--- src/rtl/sort_param_ctrl.sv ---
// rtl/sort_param_ctrl.sv - in-place bubble sort sequencer over an external single-port memory
module sort_param_ctrl #(
    parameter int DW  = 8,
    parameter int AW  = 5,
    parameter int SCW = 16
) (
    input  logic           t_clk,
    input  logic           t_s_rst,
    input  logic           t_s_go,
    input  logic [AW:0]    t_n,
    input  logic           t_mode,
    input  logic [DW-1:0]  t_rdata,
    output logic [AW-1:0]  t_d_add,
    output logic [DW-1:0]  t_wd_val,
    output logic           t_s_dmr,
    output logic           t_s_dmw,
    output logic           t_busy,
    output logic           t_done,
    output logic [SCW-1:0] t_swaps
);

    typedef enum logic [3:0] {
        S_IDLE, S_RD1, S_RD2, S_LD2, S_CMP, S_WR1, S_WR2, S_NEXT, S_DONE
    } state_t;

    localparam logic [AW:0] N_MAX = {1'b1, {AW{1'b0}}};
    localparam logic [AW:0] ONE   = {{AW{1'b0}}, 1'b1};

    state_t         state_q, state_d;
    logic [DW-1:0]  t1_q, t1_d, t2_q, t2_d;
    logic [AW-1:0]  c_q, c_d;
    logic [AW:0]    lim_q, lim_d;
    logic           mode_q, mode_d;
    logic           swapped_q, swapped_d;
    logic [SCW-1:0] swaps_q, swaps_d;

    logic [AW:0]    n_r;
    logic [AW:0]    c_inc;
    logic           do_swap;

    // Element count is clamped so an oversize request sorts the whole memory.
    assign n_r     = (t_n > N_MAX) ? N_MAX : t_n;
    assign c_inc   = {1'b0, c_q} + ONE;
    assign do_swap = mode_q ? (t1_q < t2_q) : (t1_q > t2_q);
    assign t_swaps = swaps_q;

    always_ff @(posedge t_clk or posedge t_s_rst) begin
        if (t_s_rst) begin
            state_q   <= S_IDLE;
            t1_q      <= '0;
            t2_q      <= '0;
            c_q       <= '0;
            lim_q     <= '0;
            mode_q    <= 1'b0;
            swapped_q <= 1'b0;
            swaps_q   <= '0;
        end else begin
            state_q   <= state_d;
            t1_q      <= t1_d;
            t2_q      <= t2_d;
            c_q       <= c_d;
            lim_q     <= lim_d;
            mode_q    <= mode_d;
            swapped_q <= swapped_d;
            swaps_q   <= swaps_d;
        end
    end

    always_comb begin
        state_d   = state_q;
        t1_d      = t1_q;
        t2_d      = t2_q;
        c_d       = c_q;
        lim_d     = lim_q;
        mode_d    = mode_q;
        swapped_d = swapped_q;
        swaps_d   = swaps_q;
        case (state_q)
            S_IDLE: begin
                if (t_s_go) begin
                    mode_d    = t_mode;
                    swaps_d   = '0;
                    c_d       = '0;
                    swapped_d = 1'b0;
                    if (n_r <= ONE) begin
                        lim_d   = '0;
                        state_d = S_DONE;
                    end else begin
                        lim_d   = n_r - ONE;
                        state_d = S_RD1;
                    end
                end
            end
            S_RD1: state_d = S_RD2;
            S_RD2: begin
                t1_d    = t_rdata;
                state_d = S_LD2;
            end
            S_LD2: begin
                t2_d    = t_rdata;
                state_d = S_CMP;
            end
            S_CMP: state_d = do_swap ? S_WR1 : S_NEXT;
            S_WR1: state_d = S_WR2;
            S_WR2: begin
                swapped_d = 1'b1;
                if (swaps_q != {SCW{1'b1}}) begin
                    swaps_d = swaps_q + 1'b1;
                end
                state_d = S_NEXT;
            end
            S_NEXT: begin
                if (c_inc < lim_q) begin
                    c_d     = c_inc[AW-1:0];
                    state_d = S_RD1;
                end else if (!swapped_q || lim_q == ONE) begin
                    state_d = S_DONE;
                end else begin
                    lim_d     = lim_q - ONE;
                    c_d       = '0;
                    swapped_d = 1'b0;
                    state_d   = S_RD1;
                end
            end
            S_DONE:  state_d = S_IDLE;
            default: state_d = S_IDLE;
        endcase
    end

    always_comb begin
        t_d_add  = '0;
        t_wd_val = '0;
        t_s_dmr  = 1'b0;
        t_s_dmw  = 1'b0;
        t_busy   = (state_q != S_IDLE);
        t_done   = (state_q == S_DONE);
        case (state_q)
            S_RD1: begin
                t_s_dmr = 1'b1;
                t_d_add = c_q;
            end
            S_RD2: begin
                t_s_dmr = 1'b1;
                t_d_add = c_inc[AW-1:0];
            end
            S_WR1: begin
                t_s_dmw  = 1'b1;
                t_d_add  = c_q;
                t_wd_val = t2_q;
            end
            S_WR2: begin
                t_s_dmw  = 1'b1;
                t_d_add  = c_inc[AW-1:0];
                t_wd_val = t1_q;
            end
            default: ;
        endcase
    end

endmodule

--- config.mk ---
export PLATFORM = sky130hd
export DESIGN_NAME = sort_param_ctrl
export DESIGN_NICKNAME = d
export VERILOG_FILES = /design/src/rtl/sort_param_ctrl.sv
export SDC_FILE = /design/constraint.sdc
export NUM_CORES = 1
export LEC_CHECK = 0
export BUFFER_PORTS_ARGS = -buffer_cell sky130_fd_sc_hd__buf_2
export CORE_ASPECT_RATIO = 0.75
export CORE_UTILIZATION = 57
export CTS_CLUSTER_DIAMETER = 30
export DETAILED_ROUTE_END_ITERATION = 7
export PLACE_DENSITY = 0.91
export REMOVE_ABC_BUFFERS = 1
export SETUP_SLACK_MARGIN = 0.3
export SKIP_LAST_GASP = 1
export SLEW_MARGIN = 20
export SYNTH_ARGS = -nofsm -noshare
export SYNTH_HDL_FRONTEND = slang
export SYNTH_SLANG_ARGS = --single-unit
--- constraint.sdc ---
create_clock -name t_clk -period 2.6 [get_ports t_clk]
set_input_delay 0.13 -clock t_clk [delete_from_list [all_inputs] [get_ports t_clk]]
set_output_delay 0.13 -clock t_clk [all_outputs]
set_load 0.02 [all_outputs]
# Word level (Yosys, flattened, before mapping)
# Index checks and enable logic that the tools add are counted.
# op_classes
reduce_logical	16
add_sub_neg	4
n_mux	28
n_lt_le_gt_ge	5
n_eq_ne	15
# op_table
cell	n
two-way mux 16 bit	2
case mux 16 bit (2 select lines)	1
case mux 4 bit (8 select lines)	1
two-way mux 6 bit	5
case mux 5 bit (2 select lines)	2
adder 16 x 1 -> 16 bit, second input constant	1
equality test 4 x 3 -> 1 bit, second input constant	4
two-way mux 4 bit	4
inequality test 16 bit, second input constant	1
case mux 8 bit (2 select lines)	1
two-way mux 5 bit	3
case mux 6 bit (2 select lines)	1
subtractor 6 x 1 -> 6 bit, second input constant	2
equality test 4 x 2 -> 1 bit, second input constant	2
> comparator 8 bit	1
< comparator 8 bit	1
inequality test 2 bit, second input constant	4
AND reduction 4 bit	2
OR reduction 2 bit	4
adder 5 x 1 -> 6 bit, second input constant	1
equality test 6 x 1 -> 1 bit, second input constant	1
> comparator 6 bit, second input constant	1
<= comparator 6 x 1 -> 1 bit, second input constant	1
< comparator 6 bit	1
other kinds (14)	21
# totals
output_inout_bits	33
wordCells	76
register_bits	49

# Depth between registers and ports, before layout
# Gate-level depths: netlist (run 1).
# depth
ltp_word	6
ltp_mapped	9
mapped_depth_nobuf	9

# Worst setup path after synthesis (run 1)
# Ideal clock, no wire load.
# synth_path
path_kind	reg-to-reg
startpoint	register c_q[0]
endpoint	register lim_q[2]
arrival_ns	2.194
synth_period_minus_slack_ns	2.320
setup_slack_ns	0.280
stages_incl_launch_ff	10
required_time_ns	2.474
setup_time_ns	0.126
n_path_buf	0
cell_sequence	dfrtp_1 > ha_1 > nand3_1 > xnor2_1 > ha_1 > a21o_1 > a21oi_1 > o21ai_1 > a32o_1 > a311o_1
# synth_via
elab_chain_len	4
# synth_lines
element	line	text
start: declaration	31	logic [AW-1:0] c_q, c_d;
start signal: assignment	52	c_q <= '0;
start signal: assignment	61	c_q <= c_d;
adder 5 x 1 -> 6 bit	43	assign c_inc = {1'b0, c_q} + ONE;
< comparator 6 bit	113	if (c_inc < lim_q) begin
inequality test 2 bit (no source line)	n/a	
AND reduction 4 bit (no source line)	n/a	
end signal: assignment	62	lim_q <= lim_d;
end: declaration	32	logic [AW:0] lim_q, lim_d;
# Every way passes these cells.
# A chain may end at the register's enable or synchronous reset.

# Worst setup path in the final report (run 1)
# layout_path
startpoint	register c_q[1]
endpoint	register lim_q[2]
# The elaborated chain is that of the path after synthesis.

==> impl_metrics.yaml, run 1 <==
global_routing:
  grt_antenna_before_repair: 0
  globalRouteTotalUtil_pct: 27.6
  largest_net_degree_at_the_start_of_global_routing: 50
  via_count_of_the_first_global_routing_pass: 2683
  wire_length_of_the_first_global_routing_pass_um: 12400
  grt_overflow: 0
cts:
  cts_buf_count: 5
  clk_latency_ps: 310
  cts_sink_count: 49
  cts-root-to-sink-buffers: 2
  cts-htree-levels: 2
  cts_tree: "done"
  root_buffer: "sky130_fd_sc_hd__clkbuf_8"
  cts_clock_pin_slew_for_the_worst_setup_and_hold_paths_ps: 90
timing:
  whs_ps: -42.3
  final-max-slew-violation-count: 0
  maxSlewHeadroom_pct: 43.3
  clock-skew-final_ps: 7.56
  max_freq_mhz: 443
  timing.setup.tns_ps: 0
  report.final.hold_viol_count: 49
  tightestPinTransition_ps: 850
  final.period_utilization_pct: 86.9
  post-route-min-period_ps: 2260
  setup_viol: 0
  grt_setup_unrepaired: "yes"
job:
  cap_viol_max_count: 0
synth:
  synth_simple_gate_area_share_pct: 20.5
  synth_adder_area_share_pct: 7.53
  async_reset_ff_share_pct: 100
  netlist_instances: 340
  synth_compound_gate_area_share_pct: 20.5
  synthesis.yosys.warnings: 0
  synth_sequential_area_ratio_pct: 38.9
  synth.ff_latch_count: 49
  yosys.area_share.xor_xnor_pct: 4.16
  number_of_flops_mapped_to_enable_cells_by_yosys: 0
  syn_area_per_cell_um2: 9.28
  yosys-mux-area-fraction_pct: 3.49
  synth_flop_cell: "sky130_fd_sc_hd__dfrtp_1"
  netlist_area_um2: 3160
  yosys.cell_types.count: 61
  synth_top_family_by_area: "simple AND/OR/NAND/NOR gates"
die:
  die_h_um: 66.4
  io_pins: 51
  placement_rows: 23
  die_width_um: 87.9
  die_area_um2: 5840
  core_area_um2: 5320
  start_util_pct: 59.3
routing:
  ant_nets: 0
  routed-via-count: 2871
  postRouteWirelength_um: 7870
  routedWlPerCell_um: 16.6
  drt_first_pass_iters: 5
  drc: 0
  post_drt_via_cell_ratio: 6.07
  initialDrtViolationCount: 306
setup_path:
  setup.worst_path.end_class: "flip-flop"
  cp_data_required_time_ps: 2800
  critical_path.max_fanout: 5
  regToRegSetupSlack_ps: 340
  critical_path.reg2reg.endpoint: "lim_q[2]"
  reg2regPathDepth: 10
  worst_ep_arrival_time_ps: 2460
  crit_path_start_kind: "flip-flop"
  timing.rr.start: "c_q[1]"
  critical_path_class: "reg2reg"
placement:
  placement.io_buffers: 50
  dp_area_um2: 3490
  dp_hpwl_um: 5270
  gp_congestion: 0.879
finish:
  final_instance_area_um2: 3820
  layout.cells.most_common_list: "50 x sky130_fd_sc_hd__buf_2, 48 x sky130_fd_sc_hd__dfrtp_1, 36 x sky130_fd_sc_hd__nor2_1"
  final-seq-area_um2: 1230
  fin_util_pct: 71.7
  final_layout_size_suffix_gt1_share_pct: 28.4
  fillers: 364
  area_of_the_multi_input_gates_um2: 1930
  antenna_cells_inserted: 0
  most_common_library_cell_in_the_layout_ignoring_fill_and_taps: "sky130_fd_sc_hd__buf_2"
  finalNetCount: 434
  syn2layout_area_growth_pct: 20.9
power_and_ir_drop:
  power_density_nw_per_um2: 1110
  cellLeakagePower_nw: 1.83
  max-vdd-ir-drop_mv: 0.433
run_status:
  violations: "negative hold slack"
  outcome: "finished, violations left"
min_path:
  timing.hold.worst.class: "in2async"
-- how the worst max path moves through the flow --
stage                       from       end  slack [ps]  cells past startpoint
after floorplan           c_q[0]  lim_q[2]         280                      9
after global placement    c_q[1]  lim_q[3]         260                      9
after detailed placement  c_q[1]  lim_q[5]         200                      9
after CTS                 c_q[0]  lim_q[5]         310                      9
after global routing      c_q[0]  lim_q[5]         240                      9
final                     c_q[1]  lim_q[2]         340                     10
-- flip-flops by register name, indices dropped and copies added (netlist names) --
name       flops
t1_q           8
swapped_q      1
mode_q         1
t2_q           8
lim_q          6
state_q        4
t_swaps       16
c_q            5
-- synthesized netlist by cell type, drive strengths merged (4+ instances only) --
master | instances | area [um^2]
nor4 | 4 | 40.0
dfrtp | 49 | 1230
mux2 | 8 | 90.1
o2111ai | 5 | 50.0
nand2b | 6 | 37.5
o21ai | 19 | 98.9
xnor2 | 5 | 43.8
a22o | 9 | 78.8
nand3 | 9 | 45.0
a31o | 4 | 35.0
o211ai | 5 | 37.5
xor2 | 10 | 87.6
buf | 6 | 50.0
nor2 | 36 | 135
nand2 | 35 | 131
inv | 20 | 75.1
a22oi | 5 | 37.5
a21oi | 10 | 50.1
clkbuf | 8 | 30.0
ha | 19 | 238
and2 | 4 | 25.0
a21o | 7 | 60.1
nand4 | 4 | 31.3
nor3 | 9 | 45.0
a32o | 4 | 40.0
-- through the flow --
step	setup slack, ps	instances	power, mW
after CTS	315	471	4.03
after floorplan	280	326	2.66
after detailed placement	203	461	3.26
after global routing	236	473	4.49
final	340	473	4.23
after global placement	262	461	3.16
-- worst max-delay path, stage by stage, from the launching register on --
cell and delay, ps:
sky130_fd_sc_hd__dfrtp_1 410, sky130_fd_sc_hd__buf_4 130, sky130_fd_sc_hd__buf_4 120, sky130_fd_sc_hd__nand3_2 100, sky130_fd_sc_hd__xnor2_2 170, sky130_fd_sc_hd__ha_1 310
sky130_fd_sc_hd__nand3_2 120, sky130_fd_sc_hd__o21ai_4 210, sky130_fd_sc_hd__buf_4 170, sky130_fd_sc_hd__nand2_1 70, sky130_fd_sc_hd__a311o_1 350
-- final cells by class --
class                           count  area share [%]
Sequential cell                    49            32.2
Timing Repair Buffer               64            9.31
Tap cell                           75            2.46
Inverter                           20            2.00
Clock inverter                      3            1.70
Clock buffer                        5            1.80
Multi-Input combinational cell    257            50.6
-- layer usage --
metal / global-route usage, % / part of all wire, % / wire length, um
met5: 0 / 0 / 0
met4: 9.84 / 2.5 / 194
met3: 5.24 / 6.2 / 487
met2: 44.0 / 49 / 3830
met1: 37.5 / 43 / 3360
-- repair_timing --
action | 4_1_cts | 5_1_grt
endpoints found under the setup margin | 10 | 22
gates cloned | 0 | 0
setup buffers | 2 | 2
pin swaps | 1 | 9
hold buffers | 0 | 0
resized for setup | 7 | 18
hold endpoints to repair | 0 | 0
-- kinds of logic after synthesis --
family	Yosys count
and+or+nand+nor	125
AOI/OAI and AO/OA	88
DFF	49
buffers and inverters	34
adders and majority gates	19
xor gates and xnor gates	15
muxes	10
-- where the power goes --
part / total (mW) / switching [mW] / internal, mW / leakage, nW
clock network: 0.644 / 0.262 / 0.382 / 0.0681
registers: 1.33 / 0.307 / 1.02 / 0.622
logic: 2.26 / 1.28 / 0.972 / 1.14
total: 4.23 / 1.85 / 2.37 / 1.83
No activity file was read; power rests on OpenSTA's default activity.
==> inputs of run 2 (changes only) <==
--- a/config.mk
+++ b/config.mk
@@ -10,6 +10,7 @@
 export CORE_UTILIZATION = 57
 export CTS_CLUSTER_DIAMETER = 30
 export DETAILED_ROUTE_END_ITERATION = 7
+export MAX_ROUTING_LAYER = met4
 export PLACE_DENSITY = 0.91
 export REMOVE_ABC_BUFFERS = 1
 export SETUP_SLACK_MARGIN = 0.3
==> run 2 against run 1 <==
The flow still finishes with violations (negative hold slack). Clock skew grew 2.3 ps. Worst hold slack is essentially flat. Sequential cell count is the same. Via count grew 0.59%. Highest routed layer unchanged. Worst setup slack lost 15 ps. Critical endpoint is now lim_q[5]. Count of clock-buffer cells in the layout is the same. Non-clock buffer count is the same. Critical path depth shrank 1. Cell area is essentially flat. Clock power is essentially flat.
==> impl_metrics.yaml, run 2 (synthesis results as in run 1) <==
global_routing:
  globalRouteTotalUtil_pct: 28.4
  grt_overflow: 0
  grt_antenna_before_repair: 0
  wire_length_of_the_first_global_routing_pass_um: 12400
  via_count_of_the_first_global_routing_pass: 2684
  largest_net_degree_at_the_start_of_global_routing: 50
cts:
  cts_clock_pin_slew_for_the_worst_setup_and_hold_paths_ps: 90
  cts_buf_count: 5
  cts.hold.buffers_added: 0
  clk_latency_ps: 310
  cts_tree: "done"
  cts_sink_count: 49
  cts-htree-levels: 2
  cts-root-to-sink-buffers: 2
  root_buffer: "sky130_fd_sc_hd__clkbuf_8"
timing:
  report.final.hold_viol_count: 49
  timing.setup.tns_ps: 0
  grt_setup_unrepaired: "yes"
  clock-skew-final_ps: 9.85
  maxSlewHeadroom_pct: 43.5
  whs_ps: -42.5
  final-max-slew-violation-count: 0
  max_freq_mhz: 440
  final.period_utilization_pct: 87.5
  setup_viol: 0
  post-route-min-period_ps: 2270
  tightestPinTransition_ps: 846
routing:
  drc: 0
  initialDrtViolationCount: 286
  routedWlPerCell_um: 16.6
  drt_first_pass_iters: 5
  postRouteWirelength_um: 7860
  ant_nets: 0
  routed-via-count: 2888
  post_drt_via_cell_ratio: 6.11
finish:
  area_of_the_multi_input_gates_um2: 1930
  layout.cells.non_filler: 473
  antenna_cells_inserted: 0
  most_common_library_cell_in_the_layout_ignoring_fill_and_taps: "sky130_fd_sc_hd__buf_2"
  largest_reg_flops: 16
  syn2layout_area_growth_pct: 20.9
  layout.cells.most_common_list: "50 x sky130_fd_sc_hd__buf_2, 48 x sky130_fd_sc_hd__dfrtp_1, 36 x sky130_fd_sc_hd__nor2_1"
  fillers: 370
  final-seq-area_um2: 1230
  final_layout_size_suffix_gt1_share_pct: 28.1
  finalNetCount: 434
die:
  start_util_pct: 59.3
  core_area_um2: 5320
  die_area_um2: 5840
  io_pins: 51
  placement_rows: 23
  die_h_um: 66.4
  die_width_um: 87.9
placement:
  placement.io_buffers: 50
  gp_congestion: 0.893
  place.detailed.instances: 461
  dp_hpwl_um: 5270
setup_path:
  cp_data_required_time_ps: 2800
  worst_ep_arrival_time_ps: 2480
  setup.worst_path.end_class: "flip-flop"
  crit_path_start_kind: "flip-flop"
  critical_path_class: "reg2reg"
  critical_path.max_fanout: 5
run_status:
  violations: "negative hold slack"
  outcome: "finished, violations left"
power_and_ir_drop:
  max-vdd-ir-drop_mv: 0.433
  cellLeakagePower_nw: 1.83
  power_density_nw_per_um2: 1110
job:
  cap_viol_max_count: 0
min_path:
  timing.hold.worst.class: "in2async"
==> run 2: stage by stage <==
stage / cell area (um^2) / setup WS [ps] / power (mW) / util (%)
finish: 3810 / 326 / 4.22 / 71.6
global route: 3810 / 229 / 4.49 / 71.6
CTS: 3690 / 315 / 4.03 / 69.4
detailed placement: 3490 / 203 / 3.26 / 65.6
global placement: 3490 / 262 / 3.16 / 65.6
floorplan: 3080 / 280 / 2.66 / -
==> run 2: report_power, final <==
| part | internal, mW | total, mW | switching, mW |
|---|---|---|---|
| Clock | 0.382 | 0.644 | 0.262 |
| Sequential | 1.02 | 1.33 | 0.307 |
| Combinational | 0.966 | 2.25 | 1.28 |
| Total | 2.37 | 4.22 | 1.85 |
==> run 2: worst paths after layout <==
path	cells past startpoint	endpoint	start	slack (ps)
max	9	lim_q[5]	c_q[0]	330
min	2	t1_q[1]	t_s_rst	-40
max reg2reg	9	lim_q[5]	c_q[0]	330
min reg2reg	1	swapped_q	swapped_q	490
max in group asynchronous	2	c_q[2]	t_s_rst	2090
min in group t_clk	3	mode_q	t_mode	10
==> run 2: routing by layer <==
| layer | up-vias | wire, um | track usage, % |
|---|---|---|---|
| met5 | - | 0 | - |
| met4 | 0 | 215 | 9.84 |
| met3 | 25 | 480 | 5.24 |
| met2 | 127 | 3760 | 44.0 |
| met1 | 1391 | 3400 | 37.5 |
| li1 | 1345 | - | - |
==> run 2: layout make-up <==
class	instances	share of cell area (%)
tap	75	2.46
timing repair buffer	64	9.32
sequential	49	32.2
clock buffer	5	1.80
inverter	20	2.00
multi-input combinational	257	50.5
clock inverter	3	1.71
==> run 2: repair_timing <==
action                                  CTS  global route
endpoints found under the setup margin   10            22
endpoints found under the hold margin     0             0
resized for setup                         7            17
buffers inserted                          2             2
pin swaps                                 1             9
==> run 2: worst max-delay path: stages, from the launching register on <==
cell and delay, ps:
sky130_fd_sc_hd__dfrtp_1 410, sky130_fd_sc_hd__ha_4 180, sky130_fd_sc_hd__nand3_4 100, sky130_fd_sc_hd__xnor2_4 230
sky130_fd_sc_hd__ha_4 230, sky130_fd_sc_hd__a21o_1 190, sky130_fd_sc_hd__a211oi_2 280, sky130_fd_sc_hd__o21ai_2 130
sky130_fd_sc_hd__and2_1 220, sky130_fd_sc_hd__o22a_1 200
==> inputs of run 3 (changes only) <==
--- a/config.mk
+++ b/config.mk
@@ -6,10 +6,11 @@
 export NUM_CORES = 1
 export LEC_CHECK = 0
 export BUFFER_PORTS_ARGS = -buffer_cell sky130_fd_sc_hd__buf_2
-export CORE_ASPECT_RATIO = 0.75
+export CORE_ASPECT_RATIO = 1.75
 export CORE_UTILIZATION = 57
 export CTS_CLUSTER_DIAMETER = 30
 export DETAILED_ROUTE_END_ITERATION = 7
+export GPL_ROUTABILITY_DRIVEN = 0
 export MAX_ROUTING_LAYER = met4
 export PLACE_DENSITY = 0.91
 export REMOVE_ABC_BUFFERS = 1
==> run 3 against run 2 <==
The flow still finishes with violations (negative hold slack). Via count decreased by 1.8%. Routed wire length decreased by 3.9%. Cell area decreased by 3.1%. Sequential power about the same. Critical endpoint is now c_q[4]. Largest power group unchanged.
==> impl_metrics.yaml, run 3 (synthesis results as in run 1) <==
run_status:
  outcome: "finished, violations left"
  violations: "negative hold slack"
routing:
  routed-via-count: 2837
  drt_first_pass_iters: 4
  postRouteWirelength_um: 7550
  drc: 0
  initialDrtViolationCount: 132
  routedWlPerCell_um: 16.0
  post_drt_via_cell_ratio: 6.02
  ant_nets: 0
die:
  die_area_um2: 5850
  io_pins: 51
  die_width_um: 58.2
  core_area_um2: 5300
  die_h_um: 100
  placement_rows: 35
  start_util_pct: 59.6
setup_path:
  setup.worst_path.end_class: "flip-flop"
  critical_path_class: "reg2reg"
  crit_path_start_kind: "flip-flop"
  critical_path.max_fanout: 6
  worst_ep_arrival_time_ps: 2460
  cp_data_required_time_ps: 2790
timing:
  setup_viol: 0
  report.final.hold_viol_count: 49
  clock-skew-final_ps: 3.62
  maxSlewHeadroom_pct: 42.2
  max_freq_mhz: 441
  post-route-min-period_ps: 2270
  tightestPinTransition_ps: 865
  final.period_utilization_pct: 87.2
  final-max-slew-violation-count: 0
  grt_setup_unrepaired: "yes"
  timing.setup.tns_ps: 0
  whs_ps: -22.8
finish:
  final_layout_size_suffix_gt1_share_pct: 26.4
  layout.cells.most_common_list: "50 x sky130_fd_sc_hd__buf_2, 49 x sky130_fd_sc_hd__dfrtp_1, 36 x sky130_fd_sc_hd__nor2_1"
  finalNetCount: 434
  largest_reg_flops: 16
  layout.cells.non_filler: 471
  antenna_cells_inserted: 0
  syn2layout_area_growth_pct: 17.1
  final_instance_area_um2: 3690
  fillers: 414
  most_common_library_cell_in_the_layout_ignoring_fill_and_taps: "sky130_fd_sc_hd__buf_2"
cts:
  cts.hold.buffers_added: 0
  cts_tree: "done"
  clk_latency_ps: 300
  cts-htree-levels: 2
  root_buffer: "sky130_fd_sc_hd__clkbuf_8"
  cts_buf_count: 5
  cts-root-to-sink-buffers: 2
  cts_sink_count: 49
  cts_clock_pin_slew_for_the_worst_setup_and_hold_paths_ps: 90
min_path:
  timing.hold.worst.class: "in2async"
global_routing:
  grt_overflow: 0
  wire_length_of_the_first_global_routing_pass_um: 12700
  grt_antenna_before_repair: 0
  globalRouteTotalUtil_pct: 28.5
  largest_net_degree_at_the_start_of_global_routing: 50
  via_count_of_the_first_global_routing_pass: 2892
placement:
  dp_area_um2: 3470
  place.detailed.instances: 457
  dp_hpwl_um: 5450
  placement.io_buffers: 50
job:
  cap_viol_max_count: 0
power_and_ir_drop:
  power_density_nw_per_um2: 1060
  power_mw: 3.92
  cellLeakagePower_nw: 1.79
  max-vdd-ir-drop_mv: 0.880
## run 3: power by group
group          internal [mW]  switching, mW  leakage (nW)
registers               1.02          0.282         0.623
logic                  0.917           1.25          1.13
clock network          0.212          0.247        0.0443
## run 3: layer usage
metal	global-route usage, %	up-vias	part of all wire, %
met3	3.61	20	2.6
met4	14.7	0	2.7
met5	-	-	0
li1	-	1345	-
met1	31.8	1398	41
met2	48.9	74	54
## run 3: path summary, 6_finish.rpt
check | to | slack [ps] | from | depth (start not counted)
max | c_q[4] | 330 | c_q[1] | 9
min | t1_q[6] | -20 | t_s_rst | 2
max reg2reg | c_q[4] | 330 | c_q[1] | 9
min reg2reg | swapped_q | 480 | swapped_q | 1
max in group asynchronous | t_swaps[11] | 2120 | t_s_rst | 2
min in group t_clk | mode_q | 40 | t_mode | 3
## run 3: critical path: stages (launching register included)
cell,delay (ps)
sky130_fd_sc_hd__dfrtp_1,390
sky130_fd_sc_hd__ha_2,210
sky130_fd_sc_hd__nand2b_1,180
sky130_fd_sc_hd__nand2_2,120
sky130_fd_sc_hd__ha_4,220
sky130_fd_sc_hd__a21o_1,210
sky130_fd_sc_hd__a31oi_4,210
sky130_fd_sc_hd__o21ai_4,110
sky130_fd_sc_hd__a21o_1,230
sky130_fd_sc_hd__a32o_1,280
## run 3: layout make-up
cell class / count / area (um^2) / area share (%)
Multi-Input combinational cell: 257 / 1860 / 50.3
Sequential cell: 49 / 1230 / 33.2
Timing Repair Buffer: 64 / 355 / 9.62
Tap cell: 74 / 92.6 / 2.51
Clock buffer: 7 / 86.3 / 2.34
Inverter: 20 / 76.3 / 2.07
## run 3: through the flow
stage               setup WS (ps)  util (%)
floorplan                     280         -
global placement              218      65.5
detailed placement           64.4      65.5
CTS                           295      68.1
global route                  228      69.7
finish                        332      69.7
## run 3: repair_timing
action / CTS / global route
setup endpoints to repair: 14 / 22
endpoints found under the hold margin: 0 / 0
resized for setup: 6 / 13
buffers inserted: 3 / 4
pin swaps: 1 / 7
